### config.mk
export PLATFORM = sky130hd
export DESIGN_NAME = mine_placer
export DESIGN_NICKNAME = d
export VERILOG_FILES = /design/src/rtl/mine_placer.sv
export SDC_FILE = /design/constraint.sdc
export NUM_CORES = 1
export LEC_CHECK = 0
export ABC_CLOCK_PERIOD_IN_PS = 2350
export BUFFER_PORTS_ARGS = -buffer_cell sky130_fd_sc_hd__buf_2
export CORE_MARGIN = 1
export CORE_UTILIZATION = 45
export DETAILED_ROUTE_END_ITERATION = 8
export HOLD_SLACK_MARGIN = 0.1
export PLACE_DENSITY = 0.64
export SYNTH_ARGS = -nofsm -noshare
export SYNTH_HDL_FRONTEND = slang
export SYNTH_SLANG_ARGS = --single-unit
### constraint.sdc
create_clock -name clk -period 2.35 [get_ports clk]
set_input_delay 0.5875 -clock clk [delete_from_list [all_inputs] [get_ports clk]]
set_output_delay 0.5875 -clock clk [all_outputs]
set_load 0.005 [all_outputs]
### src/rtl/mine_placer.sv
// Board initialiser: clears every cell, then scatters NUM_MINES mines using a 16-bit LFSR,
// keeping the 3x3 block around the player's first selection free of mines.
module mine_placer #(
  parameter int ROWS      = 8,
  parameter int COLS      = 8,
  parameter int RW        = 3,
  parameter int CW        = 3,
  parameter int AW        = 6,
  parameter int NUM_MINES = 10,
  parameter int MAX_TRIES = 1024
) (
  input  logic          clk,
  input  logic          rst,
  input  logic          start,
  input  logic [15:0]   seed,
  input  logic [RW-1:0] safe_row,
  input  logic [CW-1:0] safe_col,
  output logic [AW-1:0] mem_addr,
  output logic          mem_we,
  output logic          mem_wdata,
  input  logic          mem_rdata,
  output logic          busy,
  output logic          done,
  output logic          err,
  output logic [AW:0]   mines_placed,
  output logic [2:0]    dbg_state
);

  localparam int          CELLS     = ROWS * COLS;
  localparam int          TW        = $clog2(MAX_TRIES + 1);
  localparam logic [15:0] LFSR_INIT = 16'hACE1;

  // Handshake: start is a level sampled only in IDLE; done is a one-cycle pulse
  // in the cycle after the last write (or abort), and busy covers every non-IDLE cycle.
  typedef enum logic [2:0] {
    S_IDLE, S_CLEAR, S_GEN, S_RD, S_CHK, S_WR, S_DONE
  } state_t;

  state_t         r_state, w_next;
  logic [15:0]    r_lfsr;
  logic [TW-1:0]  r_tries;
  logic [AW-1:0]  r_idx;
  logic [AW-1:0]  r_cand;
  logic [AW:0]    r_mines;
  logic           r_err;
  logic [RW-1:0]  r_safe_row;
  logic [CW-1:0]  r_safe_col;

  logic [15:0]    w_lfsr_next;
  logic [RW-1:0]  w_cand_row, w_dr;
  logic [CW-1:0]  w_cand_col, w_dc;
  logic [AW-1:0]  w_cand_addr;
  logic           w_reject, w_tries_max, w_last;

  assign w_lfsr_next = {r_lfsr[14:0], r_lfsr[15] ^ r_lfsr[13] ^ r_lfsr[12] ^ r_lfsr[10]};
  assign w_cand_row  = r_lfsr[RW-1:0];
  assign w_cand_col  = r_lfsr[RW+CW-1:RW];
  assign w_dr        = (w_cand_row >= r_safe_row) ? w_cand_row - r_safe_row : r_safe_row - w_cand_row;
  assign w_dc        = (w_cand_col >= r_safe_col) ? w_cand_col - r_safe_col : r_safe_col - w_cand_col;
  assign w_cand_addr = AW'(int'(w_cand_row) * COLS + int'(w_cand_col));
  // Distances are plain unsigned differences, so the safe zone is clipped at board edges.
  assign w_reject    = (int'(w_cand_row) >= ROWS) || (int'(w_cand_col) >= COLS) ||
                       ((w_dr <= RW'(1)) && (w_dc <= CW'(1)));
  assign w_tries_max = (r_tries == TW'(MAX_TRIES));
  assign w_last      = (r_mines == (AW+1)'(NUM_MINES - 1));

  always_ff @(posedge clk or negedge rst) begin
    if (!rst) r_state <= S_IDLE;
    else      r_state <= w_next;
  end

  always_comb begin
    w_next    = r_state;
    mem_addr  = '0;
    mem_we    = 1'b0;
    mem_wdata = 1'b0;
    case (r_state)
      S_IDLE:  if (start) w_next = S_CLEAR;
      S_CLEAR: begin
        mem_we   = 1'b1;
        mem_addr = r_idx;
        if (r_idx == AW'(CELLS - 1)) w_next = S_GEN;
      end
      S_GEN: begin
        if (w_tries_max)   w_next = S_DONE;
        else if (!w_reject) w_next = S_RD;
      end
      S_RD: begin
        mem_addr = r_cand;
        w_next   = S_CHK;
      end
      S_CHK: begin
        mem_addr = r_cand;
        w_next   = mem_rdata ? S_GEN : S_WR;
      end
      S_WR: begin
        mem_we    = 1'b1;
        mem_wdata = 1'b1;
        mem_addr  = r_cand;
        w_next    = w_last ? S_DONE : S_GEN;
      end
      S_DONE:  w_next = S_IDLE;
      default: w_next = S_IDLE;
    endcase
  end

  always_ff @(posedge clk or negedge rst) begin
    if (!rst) begin
      r_lfsr     <= LFSR_INIT;
      r_tries    <= '0;
      r_idx      <= '0;
      r_cand     <= '0;
      r_mines    <= '0;
      r_err      <= 1'b0;
      r_safe_row <= '0;
      r_safe_col <= '0;
    end else begin
      case (r_state)
        S_IDLE: if (start) begin
          r_lfsr     <= (seed == 16'h0000) ? LFSR_INIT : seed;
          r_safe_row <= safe_row;
          r_safe_col <= safe_col;
          r_err      <= 1'b0;
          r_mines    <= '0;
          r_tries    <= '0;
          r_idx      <= '0;
        end
        S_CLEAR: r_idx <= r_idx + AW'(1);
        S_GEN: begin
          if (w_tries_max) begin
            r_err <= 1'b1;
          end else begin
            r_lfsr  <= w_lfsr_next;
            r_tries <= r_tries + TW'(1);
            if (!w_reject) r_cand <= w_cand_addr;
          end
        end
        S_WR:    r_mines <= r_mines + (AW+1)'(1);
        default: ;
      endcase
    end
  end

  assign busy         = (r_state != S_IDLE);
  assign done         = (r_state == S_DONE);
  assign err          = r_err;
  assign mines_placed = r_mines;
  assign dbg_state    = r_state;

endmodule

==> impl_metrics.tcl <==
set metrics [dict create \
    clock.fmax_mhz 444 \
    endpoint_kind "register" \
    avgSynthCellArea_um2 9.47 \
    die_h_um 86.1 \
    setup_violations 0 \
    r2r_start "r_lfsr[0]$_DFFE_PN1P_" \
    dpl_cell_area_um2 3570 \
    worstPathMaxFanout 5 \
    post-place-cells 476 \
    cts.htree.levels 2 \
    synth_cells 336 \
    powerDensity_nw_per_um2 1080 \
    critPathLaunch "r_lfsr[0]$_DFFE_PN1P_" \
    hpwl_mm 5.07 \
    postRouteAntennaNets 0 \
    synth_edf_count 0 \
    r2r_setup_slack_ns 0.1 \
    total_power_mw 3.96 \
    synthDistinctLibCells 44 \
    die_w_um 86.1 \
    worst_pin_slew_ns 0.445 \
    min_period_ns 2.25 \
    clkSlewWorstSetupHoldPaths_ns 0.10 \
    cts-root-buf "clkbuf_8" \
    fin_crit_sh 0.958 \
    grt_use_total 0.201 \
    arrival_ns 2.46 \
    vias 2599 \
    synth-seq-area-share 0.444 \
    regArea_um2 1410 \
    holdCritPathClass "in2async" \
    port-buffer-count 46 \
    first_pass_iters 4 \
    critPathLaunchType "register" \
    multiInputGateArea_um2 1660 \
    grt_remaining_overflow 0 \
    synthArstFlopShare 1.00 \
    clock_latency_ns 0.31 \
    grt_pass1_vias 2362 \
    ys_ff_latch 56 \
    max-cap-violations 0 \
    rows 30 \
    crit_chain "inv_1, ha_2, fa_2, xor2_1, nand2_1, mux2i_2, a21boi_2, buf_6, mux2_2" \
    slew_viol_final 0 \
    drc 0 \
    avgRoutedWirePerCell_um 14.5 \
    outcome "finished, final reports clean" \
    drive_gt1_frac 0.226 \
    wl_mm 7.03 \
    cp_top_family "flip-flops" \
    cts_tree "built" \
    synth_nets 381 \
    grt_pass1_wl_mm 11.6 \
    n_fill_cell 648 \
    final_util 0.542 \
    irDropWorstVdd_mv 0.427 \
    numCtsBuffers 5 \
    yosysTopAreaCell "dfrtp_1" \
    grt_max_degree 57 \
    finalHoldViolCount 0 \
    ys_top_cells_by_area "dfrtp_1 38%, o21ai_0 7.1%, dfstp_2 6.6%" \
    p_leak_nw 1.71 \
    core_area_um2 6790 \
    initial_core_util 0.468 \
    antenna_found_initial 0 \
    final_common_cell "dfrtp_1" \
    yosysTopAreaCellShare 0.378 \
    clock_sinks 56 \
    skew_ns 0.0143 \
    path_buf_inv 2 \
    worstRegToRegCells 9 \
    layout_common_cells "48 x dfrtp_1, 46 x nand2_1, 46 x buf_2" \
    path_class "reg2reg" \
    tns_ns 0 \
    clock_path_buffers 2 \
    worstPathRequired_ns 2.56 \
    pin_count 47 \
    slowest_delay_ns 0.57 \
    slowest_stage "dfstp_2" \
    vias_per_cell 5.36 \
    area_growth_pct 15.7 \
    yosys_warnings 0 \
    diodes 0 \
    slew_headroom 0.699 \
    gp_congestion 0.813 \
    finalNetCount 433 \
    stdcell_count 485 \
    drt-initial-drc-count 194 \
    rsz0062_at_grt "false" \
    die_area_um2 7410 \
    finalInstanceArea_um2 3680 \
    synthFlopType "dfrtp_1" \
    syn_area_um2 3180 \
    timing.rr.end "r_cand[2]$_DFFE_PN0P_" \
]
cell type report:
type / instances / share of cell area
Clock inverter: 1 / 0.00136
Timing Repair Buffer: 59 / 0.0935
Clock buffer: 7 / 0.0207
Inverter: 16 / 0.0163
Tap cell: 96 / 0.0326
Sequential cell: 56 / 0.384
Multi-Input combinational cell: 250 / 0.452
sequential cells by signal, summed over array words and instances, names as in the netlist, 3 cells and up:
name,flops
r_tries,11
mines_placed,7
r_lfsr,16
r_safe_row,3
r_safe_col,3
r_cand,6
r_idx,6
dbg_state,3
worst max path at each step:
stage / end / slack (ns) / cells past startpoint
finish: r_cand[2]$_DFFE_PN0P_ / 0.1 / 9
global route: r_cand[4]$_DFFE_PN0P_ / 0.005 / 9
CTS: r_cand[2]$_DFFE_PN0P_ / 0.006 / 8
detailed placement: r_cand[2]$_DFFE_PN0P_ / 0.01 / 8
global placement: r_cand[4]$_DFFE_PN0P_ / 0.06 / 8
floorplan: r_cand[0]$_DFFE_PN0P_ / 0.17 / 8
stage by stage:
step | setup slack, ns | hold WS, ns
2_1_floorplan | 0.171 | 0.292
3_3_place_gp | 0.0646 | 0.470
3_5_place_dp | 0.0140 | 0.479
4_1_cts | 0.00566 | 0.271
5_1_grt | 0.00517 | 0.285
6_report | 0.0976 | 0.238
layer usage:
layer / GRT usage / part of all wire / vias to the layer above
li1: - / - / 1285
met1: 0.289 / 0.48 / 1257
met2: 0.305 / 0.47 / 45
met3: 0.0346 / 0.032 / 12
met4: 0.0773 / 0.019 / 0
met5: 0 / 0 / -
power by group:
part	total, mW	internal (mW)	switching (mW)
Combinational	1.81	0.802	1.01
Sequential	1.63	1.32	0.304
Clock	0.525	0.211	0.314
what timing repair did:
| item | 4_1_cts | 5_1_grt |
|---|---|---|
| setup buffers | 0 | 1 |
| resized for setup | 0 | 6 |
| setup endpoints to repair | 0 | 12 |
| hold buffers | 0 | 0 |
worst reg2reg max path, delay by kind of cell, from the launching register on:
kind	cells	cell delay (ns)
buffers and inverters	2	0.21
multiplexers	2	0.42
AND/OR/NAND/NOR	1	0.10
adder cells (fa/ha/maj)	2	0.52
AO/OA/AOI/OAI	1	0.19
flip-flops	1	0.57
XOR/XNOR	1	0.14
logic make-up (layout without fill, tap and decap cells):
group | count (synthesis) | after routing | share of synthesized area
mux | 17 | 17 | 0.0563
fa+ha+maj | 19 | 19 | 0.0842
flops | 56 | 56 | 0.444
buf+inv | 30 | 83 | 0.0389
simple gates | 113 | 113 | 0.169
compound gates | 84 | 84 | 0.161
xor+xnor | 17 | 17 | 0.0468
cells in the mapped netlist, types with 2 or more instances:
cell and instances:
nand4_1 3, clkbuf_1 8, o21ai_0 45, xnor2_1 4, ha_1 15, xor2_1 13, and3_1 7, nor2b_1 5
o22ai_1 9, mux2i_1 10, nand2_1 46, nor3_1 5, o41ai_1 2, buf_2 2, inv_1 16, o2111ai_1 2
a221oi_1 2, dfstp_2 8, a22o_1 2, nor2_1 19, o211ai_1 3, nor4_1 4, a21oi_1 8, fa_1 4
nor4b_1 2, buf_1 2, a22oi_1 2, o31ai_1 3, nand2b_1 2, nand3_1 10, and2_1 6, o311ai_0 2
mux2_2 7, dfrtp_1 48
Power figures use the tool's default switching activity.
